### config.mk
export PLATFORM = sky130hd
export DESIGN_NAME = counter_tx
export DESIGN_NICKNAME = d
export VERILOG_FILES = /design/src/rtl/counter_tx.sv
export SDC_FILE = /design/constraint.sdc
export NUM_CORES = 1
export LEC_CHECK = 0
export ABC_CLOCK_PERIOD_IN_PS = 1600
export BUFFER_PORTS_ARGS = -buffer_cell sky130_fd_sc_hd__buf_4
export CORE_MARGIN = 2
export CORE_UTILIZATION = 44
export DETAILED_ROUTE_END_ITERATION = 16
export HOLD_SLACK_MARGIN = 0.1
export PLACE_DENSITY = 0.69
export SLEW_MARGIN = 0
export SYNTH_ARGS = -nofsm -noshare
export SYNTH_HDL_FRONTEND = slang
export SYNTH_SLANG_ARGS = --single-unit
### constraint.sdc
create_clock -name clk -period 1.6 [get_ports clk]
set_clock_uncertainty 0.15 [all_clocks]
set_input_delay 0.32 -clock clk [delete_from_list [all_inputs] [get_ports clk]]
set_output_delay 0.32 -clock clk [all_outputs]
set_load 0.01 [all_outputs]
### src/rtl/counter_tx.sv
// counter_tx: modulo-(CNT_MAX+1) enabled counter that emits a one-cycle
// transmit strobe after each terminal count and keeps a running count of
// the strobes it has issued.
//
// Parameters
//   CNT_WIDTH  width of the count register / cnt_o (1..32)
//   CNT_MAX    terminal count value (1..2**CNT_WIDTH-1)
//   TX_WIDTH   width of the transmit counter tx_cnt_o (1..32)
//
// Ports
//   clk         in   sole clock, rising edge
//   rst         in   synchronous, active-high reset
//   flag_cnt_i  in   count enable
//   cnt_o       out  current count, registered
//   end_cnt_o   out  terminal-count strobe, combinational
//   tx_valid_o  out  one-cycle transmit strobe, registered
//   tx_cnt_o    out  number of strobes issued, modulo 2**TX_WIDTH
//
// Handshake: tx_valid_o is a valid-only strobe with no ready back-pressure.
// It is high for exactly one cycle per wrap, and the consumer must take it
// in that cycle. tx_cnt_o already holds the updated count in the cycle
// where tx_valid_o is high.
module counter_tx #(
  parameter int CNT_WIDTH = 4,
  parameter int CNT_MAX   = 9,
  parameter int TX_WIDTH  = 8
) (
  input  logic                 clk,
  input  logic                 rst,
  input  logic                 flag_cnt_i,
  output logic [CNT_WIDTH-1:0] cnt_o,
  output logic                 end_cnt_o,
  output logic                 tx_valid_o,
  output logic [TX_WIDTH-1:0]  tx_cnt_o
);

  localparam logic [CNT_WIDTH-1:0] MAX_VAL = CNT_WIDTH'(CNT_MAX);

  logic [CNT_WIDTH-1:0] cnt_q;
  logic                 tx_valid_q;
  logic [TX_WIDTH-1:0]  tx_cnt_q;

  // Terminal count only counts while enabled. rst does not enter this term;
  // a reset edge clears cnt_q, which then removes the strobe on its own.
  assign end_cnt_o = flag_cnt_i & (cnt_q == MAX_VAL);

  always_ff @(posedge clk) begin
    if (rst) begin
      cnt_q      <= '0;
      tx_valid_q <= 1'b0;
      tx_cnt_q   <= '0;
    end else begin
      tx_valid_q <= end_cnt_o;
      if (end_cnt_o) begin
        cnt_q    <= '0;
        tx_cnt_q <= tx_cnt_q + 1'b1;
      end else if (flag_cnt_i) begin
        // A count above the terminal value cannot arise through counting.
        // It is handled anyway, so that a corrupted register comes back to
        // zero and does not run through the unused codes.
        if (cnt_q > MAX_VAL) begin
          cnt_q <= '0;
        end else begin
          cnt_q <= cnt_q + 1'b1;
        end
      end
    end
  end

  assign cnt_o      = cnt_q;
  assign tx_valid_o = tx_valid_q;
  assign tx_cnt_o   = tx_cnt_q;

endmodule

# Word level (Yosys, flattened, before mapping)
# Index checks and enable logic that the tools add are counted.
# totals
input_bits	3
output_inout_bits	14
regBits	13
wordCells	10
# op_classes
muxes	1
n_addsub	2
n_bitwise	1
magnitude_cmp	1
reduce_logical	1
n_eq_ne	1
# op_table
operator	count
8-bit by 1-bit adder with 8-bit output, second input constant	1
4-bit by 1-bit adder with 4-bit output, second input constant	1
4-bit == test, second input constant	1
4-bit > comparator, second input constant	1
4-bit two-way mux	1
2-bit OR reduction	1
1-bit AND	1

# Logic depth before layout (Yosys ltp)
# Gate-level depths: netlist of the first run.
# depth
depth_word	3
depth_mapped	6
mapped_depth_nobuf	5

# Worst setup path after synthesis of the first run
# Ideal clock, no wire load.
# synth_path
kind	register to register
startpoint	register cnt_q[0], in the netlist cnt_o[0]
endpoint	register tx_cnt_q[7], in the netlist tx_cnt_o[7]
setup_time_ps	121
stages_incl_launch_ff	5
t_arrival_ps	1473
slack_ps	-143
n_path_buf	0
synth_period_minus_slack_ps	1743
path_cell_list	dfxtp_1 > ha_1 > nand4b_2 > nor4_1 > mux2_2
# synth_between
elab_chain_len	2
# synth_lines
element	line_no	rtl
start: declaration	39	logic [CNT_WIDTH-1:0] cnt_q;
start signal: assignment	64	cnt_q <= cnt_q + 1'b1;
4-bit == test	45	assign end_cnt_o = flag_cnt_i & (cnt_q == MAX_VAL);
1-bit AND	45	
end signal: assignment	56	tx_cnt_q <= tx_cnt_q + 1'b1;
end: declaration	41	logic [TX_WIDTH-1:0] tx_cnt_q;
# Every way passes these cells.
# A chain may end at the register's enable or synchronous reset.

# Final worst setup path of the first run
# layout_path
startpoint	register cnt_q[1], in the netlist cnt_o[1]
endpoint	output port end_cnt_o
# layout_between
elab_chain_len	2
# layout_lines
element	line_no	rtl
4-bit == test	45	
1-bit AND	45	
end: declaration	32	output logic end_cnt_o,
# Every way passes these cells.

==> impl_metrics.toml, run 1 <==
[timing]
layout_min_cycle_time_ns = 1.62
max_freq_ghz = 0.619
slew_viol_final = 0
hold_viol_final = 0
maxSlewHeadroom_pct = 82.2
setup_viol = 2
fin_ws_ns = -0.0154
tns_ns = -0.0177
period_share_pct = 101
holdWs_ns = 0.136
rsz0062_at_grt = "true"
max_slew.worst_pin.slew_ns = 0.264

[cts]
h-tree-depth = 1
ctsRootBufferMaster = "clkbuf_4"
ctsLongestPathBuffers = 2
clk_pin_slew_ns = 0.07
cts_tree = "yes"
cts_buffers = 3
clock-sinks = 13
clkLatencyLatePin_ns = 0.28

[placement]
port_buffers = 16
gp_congestion = 0.731
pre_cts_slack_ns = -0.00275
placed_cells = 108
place_hpwl_um = 1010

[detailed_routing]
drt-initial-drc-count = 9
vias = 598
wl_per_cell_um = 12.5
via_per_inst = 5.29
dr.pass1.iters = 4
wirelength_um = 1410
ant_nets = 0
drc = 0

[cells_and_area]
stdcell_count = 113
nNetsFinal = 106
layout-drive-gt1-share_pct = 41.8
antennaDiodeCount = 0
syn_to_final_growth_pct = 43.8

[synthesis]
synth_area_leader_cell = "dfxtp_1"
yosys.area_share.simple_pct = 22.8
ys_seq_elements = 13
ys_types = 26
syn-num-nets = 78
synth_compound_area_share_pct = 15.6
synth_warnings = 0
synth_xor_area_share_pct = 4.20
ys_top_cells_by_area = "dfxtp_1 42%, ha_1 8.0%, a21oi_1 5.6%"
synth_adder_area_share_pct = 8.00
synth_area_per_cell_um2 = 8.81
syn_area_um2 = 626
synthCells = 71
yosysSeqAreaShare_pct = 41.6
synth_top_family_by_area = "simple AND/OR/NAND/NOR gates"
synth_top_area_share_pct = 41.6
synth.area.mux_share_pct = 3.40

[critical_path]
crit_fanout = 5
critPathCaptureType = "primary output"
critPathRequiredTime_ns = 1.13
worstSetupPathType = "reg -> out"
slowest_stage = "dfxtp_2"
path_depth = 5
worst_ep_arrival_time_ns = 1.15
ff2ff_setup_slack_ns = 0
reg2reg_depth = 5
start_kind = "register"
path_buf_inv = 3
crit_chain = "inv_2 > ha_4 > nand4b_4 > inv_2 > buf_6"
critPathMaxStageDelay_ns = 0.33
path_common_cell = "inv_2"
crit_family = "flip-flops"
rr_startpoint = "cnt_o[0]"
r2r-end = "cnt_o[3]"

[power]
power_leakage_nw = 0.419
pwr-share-comb_pct = 10.8
p_per_area_nw_per_um2 = 664
irDropWorstVdd_uv = 479
intPower_mw = 0.455
switching_share_pct = 23.7
fin_total_pwr_mw = 0.597
p_sw_mw = 0.142
p_clk_share_pct = 33.7
pwr-share-seq_pct = 55.4

[global_route]
antenna_found_initial = 0
grt_pass1_vias = 553
grt.overflow.total = 0
grt_start_max_net_pins = 13
grt.total_usage_pct = 18.8
grt_pass1_wl_um = 2450

[min_path]
hold_depth = 2
worstHoldStart = "rst"
worstHoldPathType = "in -> reg"
whs_endpoint = "tx_cnt_o[4]"

[die]
core-area_um2 = 1320
dieArea_um2 = 1740
initial_core_util_pct = 47.5
die_h_um = 41.7
ioPinCount = 17
rows = 13
dieWidth_um = 41.7

[status]
failed_checks = "setup timing"
status = "finished with violations"

[flow_run]
maxCapViolations = 0
-- cells in the final DEF (no fill, tap or decap), drive strengths merged --
cell type,Yosys,layout
buf,1,24
nand4b,1,2
dfxtp,13,13
clkbuf,1,4
a211o,1,1
xor2,3,3
o21bai,1,1
or4,2,2
ha,4,4
nand2,6,6
mux2i,1,1
nor4,1,1
nand4,1,1
nand2b,1,1
nor2,6,6
mux2,1,1
or3b,1,1
nor2b,1,1
nand3,3,3
a21oi,7,7
a31o,1,1
o21ai,3,3
or3,3,3
inv,5,5
a21o,1,1
o31ai,2,2
-- metrics by stage --
| stage | cell area, um^2 | utilization (%) |
|---|---|---|
| floorplan | 646 | - |
| global placement | 836 | 63.4 |
| detailed placement | 836 | 63.4 |
| CTS | 883 | 67.0 |
| global route | 900 | 68.3 |
| finish | 900 | 68.3 |
-- what timing repair did --
action | 4_1_cts | 5_1_grt
endpoints found under the setup margin | 4 | 8
setup buffers | 0 | 1
gates resized for setup | 4 | 4
gates cloned | 1 | 0
hold endpoints to repair | 0 | 0
pin swaps | 0 | 2
hold buffers | 0 | 0
-- area by class of cell --
| type | instances | area (um^2) |
|---|---|---|
| Tap cell | 15 | 18.8 |
| Inverter | 5 | 18.8 |
| Fill cell | 109 | 418 |
| Sequential cell | 13 | 268 |
| Timing Repair Buffer | 24 | 184 |
| Clock buffer | 4 | 26.3 |
| Multi-Input combinational cell | 52 | 384 |
-- Yosys cell counts --
library cell / instances
clkbuf_1: 1
inv_1: 5
a21o_1: 1
or4_1: 2
nor2b_1: 1
o31ai_1: 2
nand3_1: 3
or3b_2: 1
o21ai_0: 3
buf_2: 1
nor2_1: 6
nand4b_2: 1
xor2_1: 3
nand2_1: 6
a31o_2: 1
nand2b_1: 1
nand4_1: 1
o21bai_1: 1
or3_1: 3
ha_1: 4
mux2_2: 1
dfxtp_1: 13
mux2i_1: 1
a21oi_1: 7
nor4_1: 1
a211o_1: 1
-- registers in the layout, summed over array words and instances, names as in the netlist --
name	count
tx_valid_o	1
tx_cnt_o	8
cnt_o	4
-- routing by layer --
| layer | GRT usage (%) | share of wire, % | vias to the layer above |
|---|---|---|---|
| met5 | 0 | 0 | - |
| met4 | 7.74 | 2.2 | 0 |
| met3 | 7.83 | 6.1 | 4 |
| met2 | 26.9 | 44 | 16 |
| met1 | 24.7 | 48 | 271 |
| li1 | - | - | 307 |
-- logic make-up (layout without fill, tap and decap cells) --
family	Yosys count	count (layout)
adders and majority gates	4	4
xor gates and xnor gates	3	3
muxes	2	2
buffers and inverters	7	33
and+or+nand+nor	26	27
DFF	13	13
AOI/OAI and AO/OA	16	16
-- worst max path at each step --
stage                         from          end  slack, ns
after detailed placement  cnt_o[1]  tx_cnt_o[5]     -0.003
after CTS                 cnt_o[1]    end_cnt_o      -0.03
after floorplan           cnt_o[1]     cnt_o[3]      0.009
final                     cnt_o[1]    end_cnt_o      -0.02
after global routing      cnt_o[1]    end_cnt_o       -0.1
after global placement    cnt_o[1]  tx_cnt_o[5]       0.03
-- power by group through the flow --
| stage | logic, mW | clock network [mW] | registers, mW |
|---|---|---|---|
| 2_1_floorplan | 0.0287 | 0 | 0.342 |
| 3_3_place_gp | 0.0549 | 0 | 0.338 |
| 3_5_place_dp | 0.0565 | 0 | 0.338 |
| 4_1_cts | 0.0606 | 0.211 | 0.332 |
| 5_1_grt | 0.0721 | 0.225 | 0.332 |
| 6_report | 0.0647 | 0.201 | 0.331 |
No activity file was read; power rests on OpenSTA's default activity.
==> run 2: changes to the inputs <==
--- a/config.mk
+++ b/config.mk
@@ -6,7 +6,7 @@
 export NUM_CORES = 1
 export LEC_CHECK = 0
 export ABC_CLOCK_PERIOD_IN_PS = 1600
-export BUFFER_PORTS_ARGS = -buffer_cell sky130_fd_sc_hd__buf_4
+export BUFFER_PORTS_ARGS = -buffer_cell sky130_fd_sc_hd__buf_2
 export CORE_MARGIN = 2
 export CORE_UTILIZATION = 44
 export DETAILED_ROUTE_END_ITERATION = 16
==> run 2 against run 1 <==
- the flow still finishes with violations (setup timing)
- register-to-register slack about the same
- critical endpoint unchanged
- hold slack better by 0.081 ns
- sequential share of layout area rose by 1.5 points
- setup slack improved by 0.0023 ns
- combinational power fell by 12%
- critical path depth unchanged
==> impl_metrics.toml, run 2 (synthesis results as in run 1) <==
[detailed_routing]
ant_nets = 0
drt-initial-drc-count = 7
dr.pass1.iters = 4
wl_per_cell_um = 12.0
vias = 579
wirelength_um = 1320
via_per_inst = 5.26
drc = 0

[cts]
ctsLongestPathBuffers = 2
clock-sinks = 13
postCtsSetupBuffers = 0
clkLatencyLatePin_ns = 0.27
clk_pin_slew_ns = 0.08
cts_buffers = 3
ctsHoldBuffers = 0
h-tree-depth = 1
cts_tree = "yes"
ctsRootBufferMaster = "clkbuf_4"

[placement]
pre_cts_slack_ns = 0.000203
gp_congestion = 0.722
place_hpwl_um = 903
placed_cells = 106
port_buffers = 16

[critical_path]
crit_fanout = 5
path_common_cell = "inv_2"
worst_ep_arrival_time_ns = 1.14
crit_chain = "inv_2 > ha_4 > nand4b_4 > inv_2 > buf_6"
worstSetupStartpoint = "cnt_o[1]"
ff2ff_setup_slack_ns = 0.01
worstSetupPathType = "reg -> out"
slowest_stage = "dfxtp_2"
critPathRequiredTime_ns = 1.13
critPathMaxStageDelay_ns = 0.33
critPathCaptureType = "primary output"
start_kind = "register"
rr_startpoint = "cnt_o[0]"

[timing]
max_slew.worst_pin.slew_ns = 0.275
max_freq_ghz = 0.620
setup_viol = 1
hold_viol_final = 0
maxSlewHeadroom_pct = 81.5
rsz0062_at_grt = "true"
holdWs_ns = 0.217
slew_viol_final = 0
fin_ws_ns = -0.0131
layout_min_cycle_time_ns = 1.61
period_share_pct = 101

[power]
irDropWorstVdd_uv = 554
p_per_area_nw_per_um2 = 696
fin_total_pwr_mw = 0.590
power_leakage_nw = 0.403

[cells_and_area]
layout-drive-gt1-share_pct = 42.1
final_cell_mix = "15 x buf_2, 9 x dfxtp_1, 6 x nor2_1, 6 x nand2_1, 6 x a21oi_1"
nNetsFinal = 103
syn_to_final_growth_pct = 35.6
antennaDiodeCount = 0
final_common_cell = "buf_2"
final_util_pct = 64.4
nFillCells = 111
largest_register_ffs = 8
stdcell_count = 110

[die]
initial_core_util_pct = 47.5
rows = 13
dieWidth_um = 41.7
core-area_um2 = 1320
die_h_um = 41.7
dieArea_um2 = 1740
ioPinCount = 17

[global_route]
grt.total_usage_pct = 16.3
grt_start_max_net_pins = 13
antenna_found_initial = 0
grt_pass1_vias = 542
grt.overflow.total = 0
grt_pass1_wl_um = 2190

[status]
failed_checks = "setup timing"
status = "finished with violations"

[min_path]
worstHoldStart = "rst"
worstHoldPathType = "in -> reg"

[flow_run]
maxCapViolations = 0
-- run 2: cell types whose count changed in the layout (fill, tap and decap cells not counted), sizes merged --
| cell | change |
|---|---|
| buf | -3 |
-- run 2: metal layers --
metal	GRT usage, %	routed length [um]	vias to the layer above
met3	5.22	49	2
met1	20.4	641	268
met4	3.87	17	0
met5	0	0	-
li1	-	-	299
met2	27.2	612	10
-- run 2: final timing paths --
path | end | cells past startpoint
worst max-delay path | end_cnt_o | 5
worst min-delay path | tx_cnt_o[4] | 2
worst max register to register | cnt_o[3] | 5
worst min register to register | tx_cnt_o[6] | 2
-- run 2: layout make-up --
type / instances / area [um^2] / area share [%]
tap: 15 / 18.8 / 2.21
timing repair buffer: 21 / 128 / 15.0
inverter: 5 / 18.8 / 2.21
clock buffer: 4 / 26.3 / 3.10
multi-input combinational: 52 / 392 / 46.2
sequential: 13 / 265 / 31.3
-- run 2: stage by stage --
| step | setup TNS (ns) | area [um^2] |
|---|---|---|
| 6_report | -0.0131 | 848 |
| 5_1_grt | -0.208 | 848 |
| 4_1_cts | -0.0192 | 831 |
| 3_5_place_dp | 0 | 781 |
| 3_3_place_gp | 0 | 781 |
| 2_1_floorplan | 0 | 646 |
-- run 2: power breakdown --
part | total, mW | leakage (nW) | switching, mW | internal [mW]
Sequential | 0.332 | 0.107 | 0.00406 | 0.328
Combinational | 0.0571 | 0.281 | 0.0312 | 0.0258
Clock | 0.201 | 0.0150 | 0.105 | 0.0965
-- run 2: critical path, delay by kind of cell (launching register included) --
kind	cells	cell delay (ns)
fa+ha+maj	1	0.16
buf+inv	3	0.24
flops	1	0.33
simple gates	1	0.14
-- run 2: what timing repair did --
action,in CTS,in global routing
setup endpoints to repair,5,8
pin swaps,1,5
gates resized for setup,4,6
gates cloned,1,0
